File: src/rtl/ifetch_btb_pkg.sv
`default_nettype none
// +----------------------------------------------------------------------+
// | ifetch_btb_pkg : shared constants and counter helpers for ifetch_btb  |
// | Revision 1.0                                                         |
// +----------------------------------------------------------------------+
package ifetch_btb_pkg;

  localparam logic [31:0] NOP       = 32'h0000_0000;
  localparam logic [1:0]  CTR_SNT   = 2'd0;
  localparam logic [1:0]  CTR_WNT   = 2'd1;
  localparam logic [1:0]  CTR_WT    = 2'd2;
  localparam logic [1:0]  CTR_ST    = 2'd3;
  localparam logic [1:0]  CTR_ALLOC = CTR_WT;

  typedef enum logic [1:0] {
    BTB_NOP   = 2'd0,
    BTB_TRAIN = 2'd1,
    BTB_ALLOC = 2'd2,
    BTB_INVAL = 2'd3
  } btb_op_e;

  function automatic logic [1:0] ctr_next(input logic [1:0] c, input logic taken);
    if (taken) return (c == CTR_ST)  ? CTR_ST  : c + 2'd1;
    else       return (c == CTR_SNT) ? CTR_SNT : c - 2'd1;
  endfunction

  function automatic logic ctr_taken(input logic [1:0] c);
    return (c == CTR_WT) || (c == CTR_ST);
  endfunction

endpackage
`default_nettype wire

File: src/rtl/ifetch_btb_btb_table.sv
`default_nettype none
// +----------------------------------------------------------------------+
// | btb_table : direct-mapped BTB, combinational lookup, sync update      |
// | Revision 1.0                                                         |
// +----------------------------------------------------------------------+
module btb_table
  import ifetch_btb_pkg::*;
#(
  parameter int ADDR_W = 32,
  parameter int DEPTH  = 16
) (
  input  logic              clk,
  input  logic              rst,
  input  logic [ADDR_W-3:0] rd_word_i,
  output logic              rd_hit_o,
  output logic [ADDR_W-1:0] rd_target_o,
  output logic [1:0]        rd_ctr_o,
  input  logic              wr_en_i,
  input  logic [ADDR_W-3:0] wr_word_i,
  input  logic              wr_is_branch_i,
  input  logic              wr_taken_i,
  input  logic [ADDR_W-1:0] wr_target_i
);

  localparam int IDX   = $clog2(DEPTH);
  localparam int TAG_W = ADDR_W - 2 - IDX;

  logic [DEPTH-1:0]  valid_q;
  logic [TAG_W-1:0]  tag_q    [DEPTH];
  logic [ADDR_W-1:0] target_q [DEPTH];
  logic [1:0]        ctr_q    [DEPTH];

  logic [IDX-1:0]   rd_idx, wr_idx;
  logic [TAG_W-1:0] rd_tag, wr_tag;
  logic             wr_hit;
  btb_op_e          op;

  assign rd_idx = rd_word_i[IDX-1:0];
  assign rd_tag = rd_word_i[ADDR_W-3:IDX];
  assign wr_idx = wr_word_i[IDX-1:0];
  assign wr_tag = wr_word_i[ADDR_W-3:IDX];

  // Reads see pre-edge contents, so a same-cycle write is never bypassed.
  assign rd_hit_o    = valid_q[rd_idx] && (tag_q[rd_idx] == rd_tag);
  assign rd_target_o = target_q[rd_idx];
  assign rd_ctr_o    = ctr_q[rd_idx];

  assign wr_hit = valid_q[wr_idx] && (tag_q[wr_idx] == wr_tag);

  always_comb begin
    op = BTB_NOP;
    if (wr_en_i) begin
      if (wr_is_branch_i) begin
        if (wr_hit)          op = BTB_TRAIN;
        else if (wr_taken_i) op = BTB_ALLOC;
      end else if (wr_hit) begin
        op = BTB_INVAL;
      end
    end
  end

  always_ff @(posedge clk) begin
    if (rst) begin
      valid_q <= '0;
    end else begin
      case (op)
        BTB_TRAIN: begin
          ctr_q[wr_idx] <= ctr_next(ctr_q[wr_idx], wr_taken_i);
          if (wr_taken_i) target_q[wr_idx] <= wr_target_i;
        end
        BTB_ALLOC: begin
          valid_q[wr_idx]  <= 1'b1;
          tag_q[wr_idx]    <= wr_tag;
          target_q[wr_idx] <= wr_target_i;
          ctr_q[wr_idx]    <= CTR_ALLOC;
        end
        BTB_INVAL: valid_q[wr_idx] <= 1'b0;
        default: ;
      endcase
    end
  end

endmodule
`default_nettype wire

File: src/rtl/ifetch_btb.sv
`default_nettype none
// +----------------------------------------------------------------------+
// | ifetch_btb : IF stage with PC, IF/ID register and BTB next-PC predict |
// | Option: IFETCH_PERF_EN adds perf_resolved/branches/mispredicts       |
// | Revision 1.0                                                         |
// +----------------------------------------------------------------------+
module ifetch_btb
  import ifetch_btb_pkg::*;
#(
  parameter int               ADDR_W    = 32,
  parameter int               INST_W    = 32,
  parameter int               BTB_DEPTH = 16,
  parameter logic [ADDR_W-1:0] RESET_PC = '0
) (
  input  logic              clk,
  input  logic              cpu_rst,
  input  logic              cpu_en,
  input  logic              stall,
  output logic              inst_ren,
  output logic [ADDR_W-1:0] inst_addr,
  input  logic [INST_W-1:0] inst_data,
  output logic [INST_W-1:0] if_id_ir,
  output logic [ADDR_W-1:0] if_id_pc,
  output logic [ADDR_W-1:0] if_id_pc_next,
  output logic              if_id_valid,
  output logic              if_id_pred_taken,
  input  logic              resolve_valid,
  input  logic              resolve_is_branch,
  input  logic              resolve_taken,
  input  logic [ADDR_W-1:0] resolve_target,
  output logic              redirect
`ifdef IFETCH_PERF_EN
  ,
  output logic [31:0]       perf_resolved,
  output logic [31:0]       perf_branches,
  output logic [31:0]       perf_mispredicts
`endif
);

  logic [ADDR_W-1:0] pc_q, pc_d;
  logic [INST_W-1:0] ir_q, ir_d;
  logic [ADDR_W-1:0] id_pc_q, id_pc_d;
  logic [ADDR_W-1:0] id_pcn_q, id_pcn_d;
  logic              id_valid_q, id_valid_d;
  logic              id_pred_q, id_pred_d;
  logic [ADDR_W-1:0] id_pnext_q, id_pnext_d;

  logic              btb_hit;
  logic [ADDR_W-1:0] btb_target;
  logic [1:0]        btb_ctr;
  logic              pred_taken;
  logic [ADDR_W-1:0] pc_plus4, pred_next, actual_next;
  logic              eval, mispredict;

  btb_table #(
    .ADDR_W (ADDR_W),
    .DEPTH  (BTB_DEPTH)
  ) u_btb (
    .clk            (clk),
    .rst            (cpu_rst),
    .rd_word_i      (pc_q[ADDR_W-1:2]),
    .rd_hit_o       (btb_hit),
    .rd_target_o    (btb_target),
    .rd_ctr_o       (btb_ctr),
    .wr_en_i        (eval),
    .wr_word_i      (id_pc_q[ADDR_W-1:2]),
    .wr_is_branch_i (resolve_is_branch),
    .wr_taken_i     (resolve_taken),
    .wr_target_i    (resolve_target)
  );

  assign pc_plus4   = pc_q + ADDR_W'(4);
  assign pred_taken = btb_hit && ctr_taken(btb_ctr);
  assign pred_next  = pred_taken ? btb_target : pc_plus4;

  // A resolution only counts when it can actually act this cycle.
  assign eval        = resolve_valid && id_valid_q && !stall && cpu_en && !cpu_rst;
  assign actual_next = resolve_taken ? resolve_target : id_pcn_q;
  assign mispredict  = eval && (actual_next != id_pnext_q);

  assign redirect         = mispredict;
  assign inst_ren         = !cpu_rst;
  assign inst_addr        = cpu_rst ? RESET_PC : pc_q;
  assign if_id_ir         = ir_q;
  assign if_id_pc         = id_pc_q;
  assign if_id_pc_next    = id_pcn_q;
  assign if_id_valid      = id_valid_q;
  assign if_id_pred_taken = id_pred_q;

  always_comb begin
    pc_d       = pc_q;
    ir_d       = ir_q;
    id_pc_d    = id_pc_q;
    id_pcn_d   = id_pcn_q;
    id_valid_d = id_valid_q;
    id_pred_d  = id_pred_q;
    id_pnext_d = id_pnext_q;
    if (cpu_en) begin
      if (mispredict) begin
        pc_d       = actual_next;
        ir_d       = INST_W'(NOP);
        id_valid_d = 1'b0;
        id_pred_d  = 1'b0;
      end else if (!stall) begin
        pc_d       = pred_next;
        ir_d       = inst_data;
        id_pc_d    = pc_q;
        id_pcn_d   = pc_plus4;
        id_valid_d = 1'b1;
        id_pred_d  = pred_taken;
        id_pnext_d = pred_next;
      end
    end
  end

  always_ff @(posedge clk) begin
    if (cpu_rst) begin
      pc_q       <= RESET_PC;
      ir_q       <= INST_W'(NOP);
      id_pc_q    <= '0;
      id_pcn_q   <= '0;
      id_valid_q <= 1'b0;
      id_pred_q  <= 1'b0;
      id_pnext_q <= '0;
    end else begin
      pc_q       <= pc_d;
      ir_q       <= ir_d;
      id_pc_q    <= id_pc_d;
      id_pcn_q   <= id_pcn_d;
      id_valid_q <= id_valid_d;
      id_pred_q  <= id_pred_d;
      id_pnext_q <= id_pnext_d;
    end
  end

`ifdef IFETCH_PERF_EN
  logic [31:0] perf_res_q, perf_br_q, perf_mis_q;

  always_ff @(posedge clk) begin
    if (cpu_rst) begin
      perf_res_q <= '0;
      perf_br_q  <= '0;
      perf_mis_q <= '0;
    end else begin
      if (eval)                      perf_res_q <= perf_res_q + 32'd1;
      if (eval && resolve_is_branch) perf_br_q  <= perf_br_q + 32'd1;
      if (mispredict)                perf_mis_q <= perf_mis_q + 32'd1;
    end
  end

  assign perf_resolved    = perf_res_q;
  assign perf_branches    = perf_br_q;
  assign perf_mispredicts = perf_mis_q;
`endif

endmodule
`default_nettype wire

File: config.mk
export PLATFORM = sky130hd
export DESIGN_NAME = ifetch_btb
export DESIGN_NICKNAME = d
export VERILOG_FILES = /design/src/rtl/ifetch_btb_pkg.sv /design/src/rtl/ifetch_btb_btb_table.sv /design/src/rtl/ifetch_btb.sv
export SDC_FILE = /design/constraint.sdc
export NUM_CORES = 1
export LEC_CHECK = 0
export CAP_MARGIN = 20
export CORE_MARGIN = 2
export CORE_UTILIZATION = 35
export DETAILED_ROUTE_END_ITERATION = 10
export GPL_TIMING_DRIVEN = 0
export SYNTH_ARGS = -nofsm -noshare
export SYNTH_HDL_FRONTEND = slang
export SYNTH_HIERARCHICAL = 1
export SYNTH_SLANG_ARGS = --single-unit
File: constraint.sdc
create_clock -name clk -period 5.1 [get_ports clk]
set_clock_uncertainty 0.05 [all_clocks]
set_input_delay 1.02 -clock clk [delete_from_list [all_inputs] [get_ports clk]]
set_output_delay 1.02 -clock clk [all_outputs]
set_load 0.03 [all_outputs]
== Word-level counts from Yosys, hierarchy flattened ==
Memories as Yosys holds them, arrays and structs flattened. A register that Yosys moved wholly into a read port is not among the register bits.
Index checks and enable logic that the tools add are counted.

* Flip-flop bits (word level): 178
* Memory bits (writable): 960
* Bits of input ports: 71
* Output and inout bits: 132
* Word-level logic and storage cells: 100
* Memories: 3

* Add/subtract/negate cells: 3
* Order comparisons: 3
* Equality and inequality tests: 10
* Mux-type cells: 50
* Bitwise operators: 7
* Reductions and logical operators: 16

{| class="wikitable"
|+ Memories
! memory !! depth !! bits a word !! read ports !! clocked after memory_dff !! write ports !! RTL line !! source
|-
| u_btb.target_q || 16 || 32 || 1 || 1 || 1 || ifetch_btb_btb_table.sv:30 || <nowiki>logic [ADDR_W-1:0] target_q [DEPTH];</nowiki>
|-
| u_btb.tag_q || 16 || 26 || 2 || 2 || 1 || ifetch_btb_btb_table.sv:29 || <nowiki>logic [TAG_W-1:0] tag_q [DEPTH];</nowiki>
|-
| u_btb.ctr_q || 16 || 2 || 2 || 2 || 1 || ifetch_btb_btb_table.sv:31 || <nowiki>logic [1:0] ctr_q [DEPTH];</nowiki>
|}

{| class="wikitable"
|+ Operators by type and width
! operator !! number
|-
| 2-to-1 mux 32 bit || 8
|-
| equality test 26 bit || 2
|-
| 2-to-1 mux 4 bit || 10
|-
| adder 32 x 3 -> 32 bit (second input constant) || 1
|-
| != test 32 bit || 1
|-
| case mux 16 bit (2 select lines) || 1
|-
| 2-to-1 mux 2 bit || 11
|-
| 2-to-1 mux 1 bit || 17
|-
| AND 16 bit || 1
|-
| NOT 16 bit || 1
|-
| bitwise OR 16 bit || 1
|-
| equality test 2 bit (second input constant) || 5
|-
| < comparator 4 x 5 -> 1 bit (second input constant) || 2
|-
| logical AND 1 bit || 9
|-
| binary-select mux 1 bit (select 4 bit) || 2
|-
| demux 1 bit (select 4 bit) || 1
|-
| greater-or-equal comparator 4 x 1 -> 1 bit (second input constant) || 1
|-
| AND reduction 3 bit || 1
|-
| adder 2 x 1 -> 2 bit (second input constant) || 1
|-
| equality test 2 x 1 -> 1 bit (second input constant) || 1
|-
| logical NOT 1 bit || 2
|-
| logical NOT 2 bit || 1
|-
| != test 2 x 1 -> 1 bit (second input constant) || 1
|-
| NOT 1 bit || 2
|-
| other kinds (5) || 6
|}

== Longest topological paths before layout ==
Gate-level depths: netlist (run 1).

* Word-level depth: 11
* Gate-level depth with buffers: 16
* Gate-level depth less buffers: 12

== Hierarchy ==
Netlist (run 1), hierarchy kept.

{| class="wikitable"
|+ Modules (own cells, without submodules)
! module !! instances !! cells an instance !! area each (µm²) !! seq. area each (µm²)
|-
| btb_table || 1 || 1,931 || 41,726.3 || 29,148.0
|-
| ifetch_btb || 1 || 835 || 7,369.6 || 3,203.1
|}

== Worst setup path after synthesis (run 1) ==
No wires, ideal clock.

* Path kind: register to register
* From: register id_pc_q[2] (netlist: if_id_pc[2])
* To: memory u_btb/tag_q[8][0] in the netlist's numbering (enable)
* Library setup time: 409 ps
* Data arrival time: 4,144 ps
* Data required time: 4,641 ps
* Path slack: 497 ps
* Cell stages (with the launch flop): 16
* Buffers on the path: 6
* Period minus slack after synthesis: 4,603 ps
* Cell sequence: dfxtp_1 buf_6 buf_4 buf_4 mux4_2 mux2i_1 xor2_1 nand3_1 nand2_1 nor4bb_1 buf_2 and2_2 or2_1 buf_4 buf_4 nor2_1

* Cells in the longest elaborated chain, start to end: 10
* Elaborated cells between the ends (all ways): 11
* Those cells by class: 1 x eq/ne; 9 x mux; 1 x reduce/logical

{| class="wikitable"
|+ RTL lines
! item !! RTL line !! source
|-
| start, declared || ifetch_btb.sv:42 || <nowiki>logic [ADDR_W-1:0] id_pc_q, id_pc_d;</nowiki>
|-
| start signal, assigned || ifetch_btb.sv:128 || <nowiki>id_pc_q <= id_pc_d;</nowiki>
|-
| binary-select mux 1 bit (select 4 bit) || ifetch_btb_btb_table.sv:48 || <nowiki>assign wr_hit = valid_q[wr_idx] && (tag_q[wr_idx] == wr_tag);</nowiki>
|-
| 2-to-1 mux 1 bit (not written as such) || ifetch_btb_btb_table.sv:48 ||
|-
| logical AND 1 bit || ifetch_btb_btb_table.sv:48 ||
|-
| 2-to-1 mux 2 bit (on tied branches) || ifetch_btb_btb_table.sv:56, ifetch_btb_btb_table.sv:54 ||
|-
| 2-to-1 mux 2 bit || ifetch_btb_btb_table.sv:53 || <nowiki>if (wr_is_branch_i) begin</nowiki>
|-
| 2-to-1 mux 2 bit || ifetch_btb_btb_table.sv:52 || <nowiki>if (wr_en_i) begin</nowiki>
|-
| equality test 2 bit || ifetch_btb_btb_table.sv:66 || <nowiki>case (op)</nowiki>
|-
| 2-to-1 mux 1 bit || ifetch_btb_btb_table.sv:66 ||
|-
| 2-to-1 mux 1 bit || ifetch_btb_btb_table.sv:63 || <nowiki>if (rst) begin</nowiki>
|-
| 2-to-1 mux 1 bit (not written as such) || ifetch_btb_btb_table.sv:73 || <nowiki>tag_q[wr_idx] <= wr_tag;</nowiki>
|-
| end, declared || ifetch_btb_btb_table.sv:29 ||
|}

Parallel ways exist; a longest one is shown, timed or not. The select of a mux whose other input is x is not followed.

== Worst setup path after layout (run 1) ==
* From: register id_pc_q[3] (netlist: if_id_pc[3])
* To: memory u_btb/tag_q[12][13] in the netlist's numbering (enable)

The elaborated chain is that of the path after synthesis.

==> results.md, run 1 <==
Floorplan:
- The initial core utilization is 0.352.
- The area of the die is 143000 sq um.
- In this run the horizontal extent of the chip is 378 microns.
- The die span in y is 378 microns.
- In this run the core area contains 137 standard-cell rows.
- For this design the top-level I/O count stands at 203.
- The placeable core region is 139000 sq um.

Synthesis:
- Synthesis produced a netlist whose cell count is 2761.
- The total of warnings raised by yosys is 6.
- The cell area after synthesis is 49000 sq um.
- The synthesized area divided by synthesized cell count is 17.7 sq um.
- The net count after synthesis is 2833.

Final layout:
- From synthesis to final layout, the design area changed by 20.5%.
- The count of fill cells added during filler insertion is 12.3k.
- The final net count is 3219.
- The multi-input combinational cells in the finished layout cover a total of 16000 sq um.
- The final non-filler cell total is 5126.
- The fraction of final layout cells sized beyond drive strength 1 is 0.262.
- The sequential cells in the finished layout cover a total of 32400 sq um.

Clock network:
- No sink is reached through more buffers than the 3 on the longest clock path.
- The CTS tree is built.
- The number of buffers created by CTS is 117.
- The buffer cell driving the clock tree root is sky130_fd_sc_hd__clkbuf_16.
- The number of levels the H-tree was split into is 3.
- The clock latency at the later pin of the worst-skew pair is 0.78 ns.
- The clock drives 1136 sinks.
- The clock-pin slew reported for the worst setup and hold paths after clock tree synthesis is 0.06 ns.

GRT:
- The first global-routing pass estimated 227000 microns of wire.
- The number of global-route vias before repair is 29.4k.
- The initial antenna violation count is 10.
- The residual overflow from global routing is 0.
- Entering global routing, the biggest net connects 25 pins.
- For this run, the total global-route usage over all layers was measured as 0.226.

Placed design:
- The placed instance count is 4880.
- The count of buffers added on input and output ports is 201.
- The post-detailed-placement half-perimeter wirelength is 114000 microns.
- Routability-driven placement finished with a final weighted congestion of 0.974.

Drt:
- In this run the remaining antenna-violating nets after routing total 0.
- In the routed layout, each cell is associated on average with a via count of 5.92.
- The number of optimization iterations in the first detailed-route pass is 6.
- After detailed routing, the average wire length per cell comes to 31.8 microns.
- The length of routed met2 wiring is 75000 microns.
- The final layout contains routed wiring with a total length of 163000 microns.
- The final route contains 30.4k vias.
- For this run, design rule violations remaining after detail routing come to 0.
- The uppermost layer routed is met5.
- The violation count after the first detailed-routing iteration is 4226.
- The length of routed wiring on met1 is 64300 microns.
- In the detailed route, the total length drawn on met3 is 17500 microns.

Pwr:
- The portion of total power attributed to the clock network is 0.440.
- The largest voltage drop on the vdd net is 0.306 mV.
- The leakage component of the power is 18.3 nW.
- The sequential power share is 0.507.
- Of the total power, the share spent switching nets is 0.226.
- The internal power consumption is 15.4 mW.
- In this run the power density over the cells is 337 nW/um^2.
- The power dissipated by switching net loads is 4.49 mW.
- Of the total power, combinational logic draws 0.054.

STA:
- For the final routed database, the setup TNS stands at -0.00411 ns.
- The shortest period the worst path allows is 5.10 ns.
- The worst relative slew slack is 0.205.
- The minimum setup slack in the final design is -0.00411 ns.
- The period utilization is 1.00.
- The final hold violation count is 0.
- Setup violations remaining at the end of the flow were counted as 1.
- For this run, the top clock speed supported by timing is 0.196 GHz.
- The final-report max-slew violation count is 0.
- The actual slew at the worst max-slew pin is 1.19 ns.

Min path:
- The kind of path behind the tightest hold check is flop to flop.
- The number of instances on the worst hold path is 1.

Run status:
- The flow ran to the end, but the final reports show violations.
- The final reports fail on negative setup slack.

Worst setup path:
- STA puts the critical path data required time at 5.52 ns.
- At the worst endpoint, the arrival time is 5.53 ns.
- Along the worst path, the maximum fanout reaches 14.
- The worst setup path is captured at a flop.
- The worst setup path is of the flop to flop kind.
- The worst setup path is launched from a flop.
- The number of cells on the worst reg-to-reg path is 16.

Flow run:
- Across the run, the number of max-cap violations was 0.
## state kept, by name (all words and copies together), names as in the netlist, named ones only
name,count
u_btb/target_q,512
u_btb/tag_q,416
id_pnext_q,32
if_id_ir,32
if_id_pc,32
pc_q,32
u_btb/ctr_q,32
if_id_pc_next,30
if_id_pred_taken,1
if_id_valid,1
## path summary, 6_finish.rpt
path	to	slack (ns)	startpoint
worst max register to register	u_btb/tag_q[12][13]	-0.004	if_id_pc[3]
worst max-delay path	u_btb/tag_q[12][13]	-0.004	if_id_pc[3]
worst min-delay path	if_id_ir[27]	0.42	if_id_ir[27]
worst min register to register	if_id_ir[27]	0.42	if_id_ir[27]
## layout by cell type (no fill, tap or decap), types with 31 or more instances in the layout
cell                              count
sky130_fd_sc_hd__nand2_1             81
sky130_fd_sc_hd__edfxtp_1           960
sky130_fd_sc_hd__dfxtp_1            171
sky130_fd_sc_hd__xnor2_1             85
sky130_fd_sc_hd__a2bb2oi_1           33
sky130_fd_sc_hd__nor2b_1             46
sky130_fd_sc_hd__nor2_4              32
sky130_fd_sc_hd__mux2i_1             80
sky130_fd_sc_hd__a21oi_1            132
sky130_fd_sc_hd__buf_4               42
sky130_fd_sc_hd__mux4_2             400
sky130_fd_sc_hd__clkbuf_1           109
sky130_fd_sc_hd__clkdlybuf4s50_1    174
sky130_fd_sc_hd__clkbuf_16          117
sky130_fd_sc_hd__buf_2               33
sky130_fd_sc_hd__nor2_1              55
sky130_fd_sc_hd__o21ai_0             82
sky130_fd_sc_hd__nand3_1             64
sky130_fd_sc_hd__a22o_1              46
sky130_fd_sc_hd__a211oi_1            31
sky130_fd_sc_hd__buf_12              35
## power groups by stage
stage | Clock (mW) | Combinational, mW | Sequential, mW
3_3_place_gp | 0 | 1.03 | 10.3
4_1_cts | 8.85 | 1.06 | 10.1
3_5_place_dp | 0 | 1.04 | 10.3
5_1_grt | 9.19 | 1.12 | 10.1
6_report | 8.73 | 1.07 | 10.1
2_1_floorplan | 0 | 0.542 | 10.3
## repair_timing
item	4_1_cts	5_1_grt
hold buffers	0	0
gates resized for setup	116	49
pin swaps	4	18
setup buffers	2	23
gates cloned	0	0
setup endpoints to repair	562	527
## worst max-delay path: stages, from the launching register on
cell                       delay, ns
sky130_fd_sc_hd__dfxtp_1        0.36
sky130_fd_sc_hd__buf_2          0.33
sky130_fd_sc_hd__clkbuf_4       0.38
sky130_fd_sc_hd__clkbuf_1       0.37
sky130_fd_sc_hd__buf_8          0.24
sky130_fd_sc_hd__mux4_2         0.31
sky130_fd_sc_hd__mux2i_1        0.27
sky130_fd_sc_hd__xor2_2         0.34
sky130_fd_sc_hd__a32oi_1        0.22
sky130_fd_sc_hd__nor4bb_4       0.46
sky130_fd_sc_hd__buf_2          0.28
sky130_fd_sc_hd__and2_2         0.20
sky130_fd_sc_hd__or2_1          0.11
sky130_fd_sc_hd__buf_4          0.19
sky130_fd_sc_hd__buf_4          0.32
sky130_fd_sc_hd__nor2_4         0.11
sky130_fd_sc_hd__buf_16         0.19
## stage by stage
stage               cell area (sq um)  total power [mW]  worst slack, ns  hold slack [ns]   util
finish                          59000              19.9         -0.00411            0.423  0.424
global route                    59000              20.4         -0.00258            0.435  0.424
CTS                             58600              20.0           -0.212            0.426  0.421
detailed placement              54400              11.3            -2.11            0.405  0.391
global placement                53300              11.3            -3.34            0.405  0.383
floorplan                       49000              10.8            0.497            0.386      -
## cell type report
class                   count  share of cell area
inverters                  17             0.00112
clock inverters            84              0.0145
flip-flops and latches   1136               0.548
plain buffers             206              0.0189
multi-input cells        1398               0.271
diodes                      2           0.0000848
clock buffers             136              0.0513
well taps                1876              0.0398
repair buffers            271              0.0548
## layer usage
| layer | vias up | track usage |
|---|---|---|
| met1 | 16000 | 0.313 |
| met2 | 1891 | 0.351 |
| met3 | 315 | 0.0525 |
| li1 | 12200 | - |
| met5 | - | 0 |
| met4 | 6 | 0.0765 |
(Power assumes the default switching activity.)
==> run 2, diff against run 1 <==
--- a/config.mk
+++ b/config.mk
@@ -5,7 +5,7 @@
 export SDC_FILE = /design/constraint.sdc
 export NUM_CORES = 1
 export LEC_CHECK = 0
-export CAP_MARGIN = 20
+export CAP_MARGIN = 10
 export CORE_MARGIN = 2
 export CORE_UTILIZATION = 35
 export DETAILED_ROUTE_END_ITERATION = 10
==> run 2 against run 1 <==
  * The run now ends clean
  * Design area fell by 0.32%
  * Power shrank 0.33%
  * Global-route usage up 0.10 points
  * Worst hold slack lost 0.0025 ns
  * Critical path depth is the same
==> results.md, run 2 (synthesis gave the netlist of run 1 again) <==
Clock network:
- The number of buffers created by CTS is 114.
- The clock-pin slew reported for the worst setup and hold paths after clock tree synthesis is 0.06 ns.
- CTS placed an instance of sky130_fd_sc_hd__clkbuf_16 at the clock tree root.
- The clock latency at the later pin of the worst-skew pair is 0.77 ns.
- Counting along the longest clock path gives a buffer depth of 3.
- The hold-fix buffer count after cts is 0.
- The clock net in this run drives a total of 1136 sinks.
- The number of levels the H-tree was split into is 3.
- The CTS tree is built.

Final layout:
- The final net count is 3201.
- The number of flip-flops in the largest register is 512.
- The leading cell type in the layout, fill and taps excluded is sky130_fd_sc_hd__edfxtp_1.
- Leaving out fill and tap cells, the most frequent cells in the layout are sky130_fd_sc_hd__edfxtp_1 (960), sky130_fd_sc_hd__mux4_2 (400), sky130_fd_sc_hd__clkdlybuf4s50_1 (172), sky130_fd_sc_hd__dfxtp_1 (171), sky130_fd_sc_hd__a21oi_1 (133).
- The register with the most flip-flops is u_btb/target_q.
- At the end of the flow the core is filled with cells to 0.423.
- The area growth from synthesis to layout is 20.1%.
- In the final layout, the registers with the most flip-flops are u_btb/target_q (512), u_btb/tag_q (416).
- The fraction of final layout cells sized beyond drive strength 1 is 0.258.
- Summing all non-filler instances in the final layout gives an area of 58800 sq um.

STA:
- Headroom to the max-slew limit came out at 0.177.
- Setup violations remaining at the end of the flow were counted as 0.
- In the post-route analysis, the smallest setup slack over all paths is 0.0108 ns.
- The worst slack on hold paths is 0.420 ns.
- The final hold violation count is 0.
- The final-report max-slew violation count is 0.
- The setup TNS after final layout is 0 ns.
- Counting I/O delays and the setup requirement, the final critical path takes 5.09 ns.
- For the pin with the worst max-slew slack, the measured transition is 1.24 ns.
- The fmax is 0.196 GHz.
- The period utilization is 0.998.

GRT:
- The number of global-route vias before repair is 29.5k.
- The wire length of the first global-routing pass is 228000 microns.
- The residual overflow from global routing is 0.
- Entering global routing, the biggest net connects 25 pins.
- In the global route stage, overall resource usage came out at 0.227.
- The initial antenna violation count came to 12.

Pwr:
- The largest voltage drop on the vdd net is 0.358 mV.
- The power density over the cells is 337 nW/um^2.
- Summed over all cells, the static leakage comes to 18.2 nW.

Min path:
- The end point of the worst hold path is if_id_ir[12].
- The worst hold path begins at if_id_ir[12].
- The kind of path behind the tightest hold check is flop to flop.
- The number of instances on the worst hold path is 1.

Flow run:
- The number of maximum-capacitance constraint violations is 0.

Drt:
- The count of vias placed by the detailed router is 30.3k.
- Dividing the detail-routed via count by the number of cells gives 5.93.
- The wire length after detailed routing is 163000 microns.
- The average detailed-routed wire length per instance is 32.0 microns.
- The first TritonRoute pass finished after 6 iterations.
- The remaining antenna violation count is 0.
- The violation count after the first detailed-routing iteration is 4430.
- For this run, design rule violations remaining after detail routing come to 0.

Floorplan:
- The floorplan step set the die width to 378 microns.
- The initial utilization of the core area, before any placement, comes to 0.352.
- The placeable core region is 139000 sq um.
- The die is 378 microns tall.
- For this design the top-level I/O count stands at 203.
- The area of the die is 143000 sq um.
- Row generation in the floorplan step produced 137 rows.

Worst setup path:
- Across all register-to-register paths, the minimum setup slack is 0.01 ns.
- The worst register-to-register path begins at if_id_pc[2].
- For the worst flop-to-flop path, the logic depth is 16.
- The terminus of the critical flop-to-flop path is u_btb/tag_q[2][18].
- STA classifies the critical path endpoint as a flop.
- The worst setup path is launched from a flop.
- The maximum net fanout on the critical path is 14.
- For the worst setup path, the data arrival time is 5.48 ns.
- The required time of the worst setup path is 5.49 ns.
- The critical path is of the flop to flop type.

Placed design:
- Routability-driven placement finished with a final weighted congestion of 0.974.
- OpenSTA, run right after detailed placement, puts the worst setup slack at -2.34 ns.
- The post-detailed-placement half-perimeter wirelength is 114000 microns.
- During placement, the flow inserted port buffers numbering 201.
- Summing all placed instances gives a cell area of 54400 sq um.

Run status:
- The run finished with clean final reports.
==> run 2: critical path: stages, from the launching register on <==
cell and delay [ns]:
sky130_fd_sc_hd__dfxtp_2 0.44, sky130_fd_sc_hd__buf_6 0.24, sky130_fd_sc_hd__buf_8 0.21, sky130_fd_sc_hd__buf_6 0.26, sky130_fd_sc_hd__buf_4 0.31, sky130_fd_sc_hd__mux2i_1 0.11
sky130_fd_sc_hd__a221oi_1 0.58, sky130_fd_sc_hd__mux2_2 0.44, sky130_fd_sc_hd__nand4_1 0.18, sky130_fd_sc_hd__nor4_4 0.06, sky130_fd_sc_hd__buf_4 0.19, sky130_fd_sc_hd__and2_2 0.20
sky130_fd_sc_hd__or2_1 0.22, sky130_fd_sc_hd__buf_4 0.19, sky130_fd_sc_hd__buf_6 0.18, sky130_fd_sc_hd__nor2_4 0.61, sky130_fd_sc_hd__buf_16 0.25
==> run 2: how the worst max path moves through the flow <==
stage,end,slack (ns),from
floorplan,u_btb/tag_q[8][0],0.50,if_id_pc[2]
detailed placement,pc_q[11],-2.34,pc_q[3]
global route,u_btb/tag_q[2][18],-0.003,if_id_pc[3]
global placement,u_btb/tag_q[1][22],-3.34,if_id_pc[4]
CTS,u_btb/tag_q[11][14],0.01,if_id_pc[4]
finish,u_btb/tag_q[2][18],0.01,if_id_pc[2]
==> run 2: stage by stage <==
| step | std cells | total power, mW |
|---|---|---|
| 2_1_floorplan | 2761 | 10.8 |
| 3_3_place_gp | 4838 | 11.3 |
| 3_5_place_dp | 4876 | 11.3 |
| 4_1_cts | 5097 | 19.9 |
| 5_1_grt | 5104 | 20.3 |
| 6_report | 5107 | 19.8 |
==> run 2: report_power, final <==
part	switching, mW	leakage [nW]	internal [mW]	total (mW)
Sequential	0.0430	10.2	10.0	10.1
Combinational	0.618	6.10	0.445	1.06
Clock	3.76	1.89	4.91	8.67
Total	4.42	18.2	15.4	19.8
==> run 2: cell type report <==
type | count | area, sq um
timing repair buffer | 256 | 3040
fill | 12400 | 80400
clock buffer | 163 | 3320
sequential | 1136 | 32400
multi-input combinational | 1398 | 16000
clock inverter | 52 | 551
antenna | 3 | 7.51
buffer | 206 | 1130
inverter | 17 | 66.3
tap | 1876 | 2350
==> run 2: repair_timing <==
action                     CTS  global route
setup buffers                8             9
setup endpoints to repair  562           441
resized for setup          133            46
pin swaps                    7             8
==> run 2: layer usage <==
| layer | vias to the layer above | wire [microns] | GRT usage |
|---|---|---|---|
| li1 | 12100 | - | - |
| met5 | - | 46 | 0 |
| met1 | 15900 | 64300 | 0.313 |
| met4 | 6 | 5500 | 0.0725 |
| met2 | 1944 | 75200 | 0.353 |
| met3 | 292 | 18400 | 0.0574 |
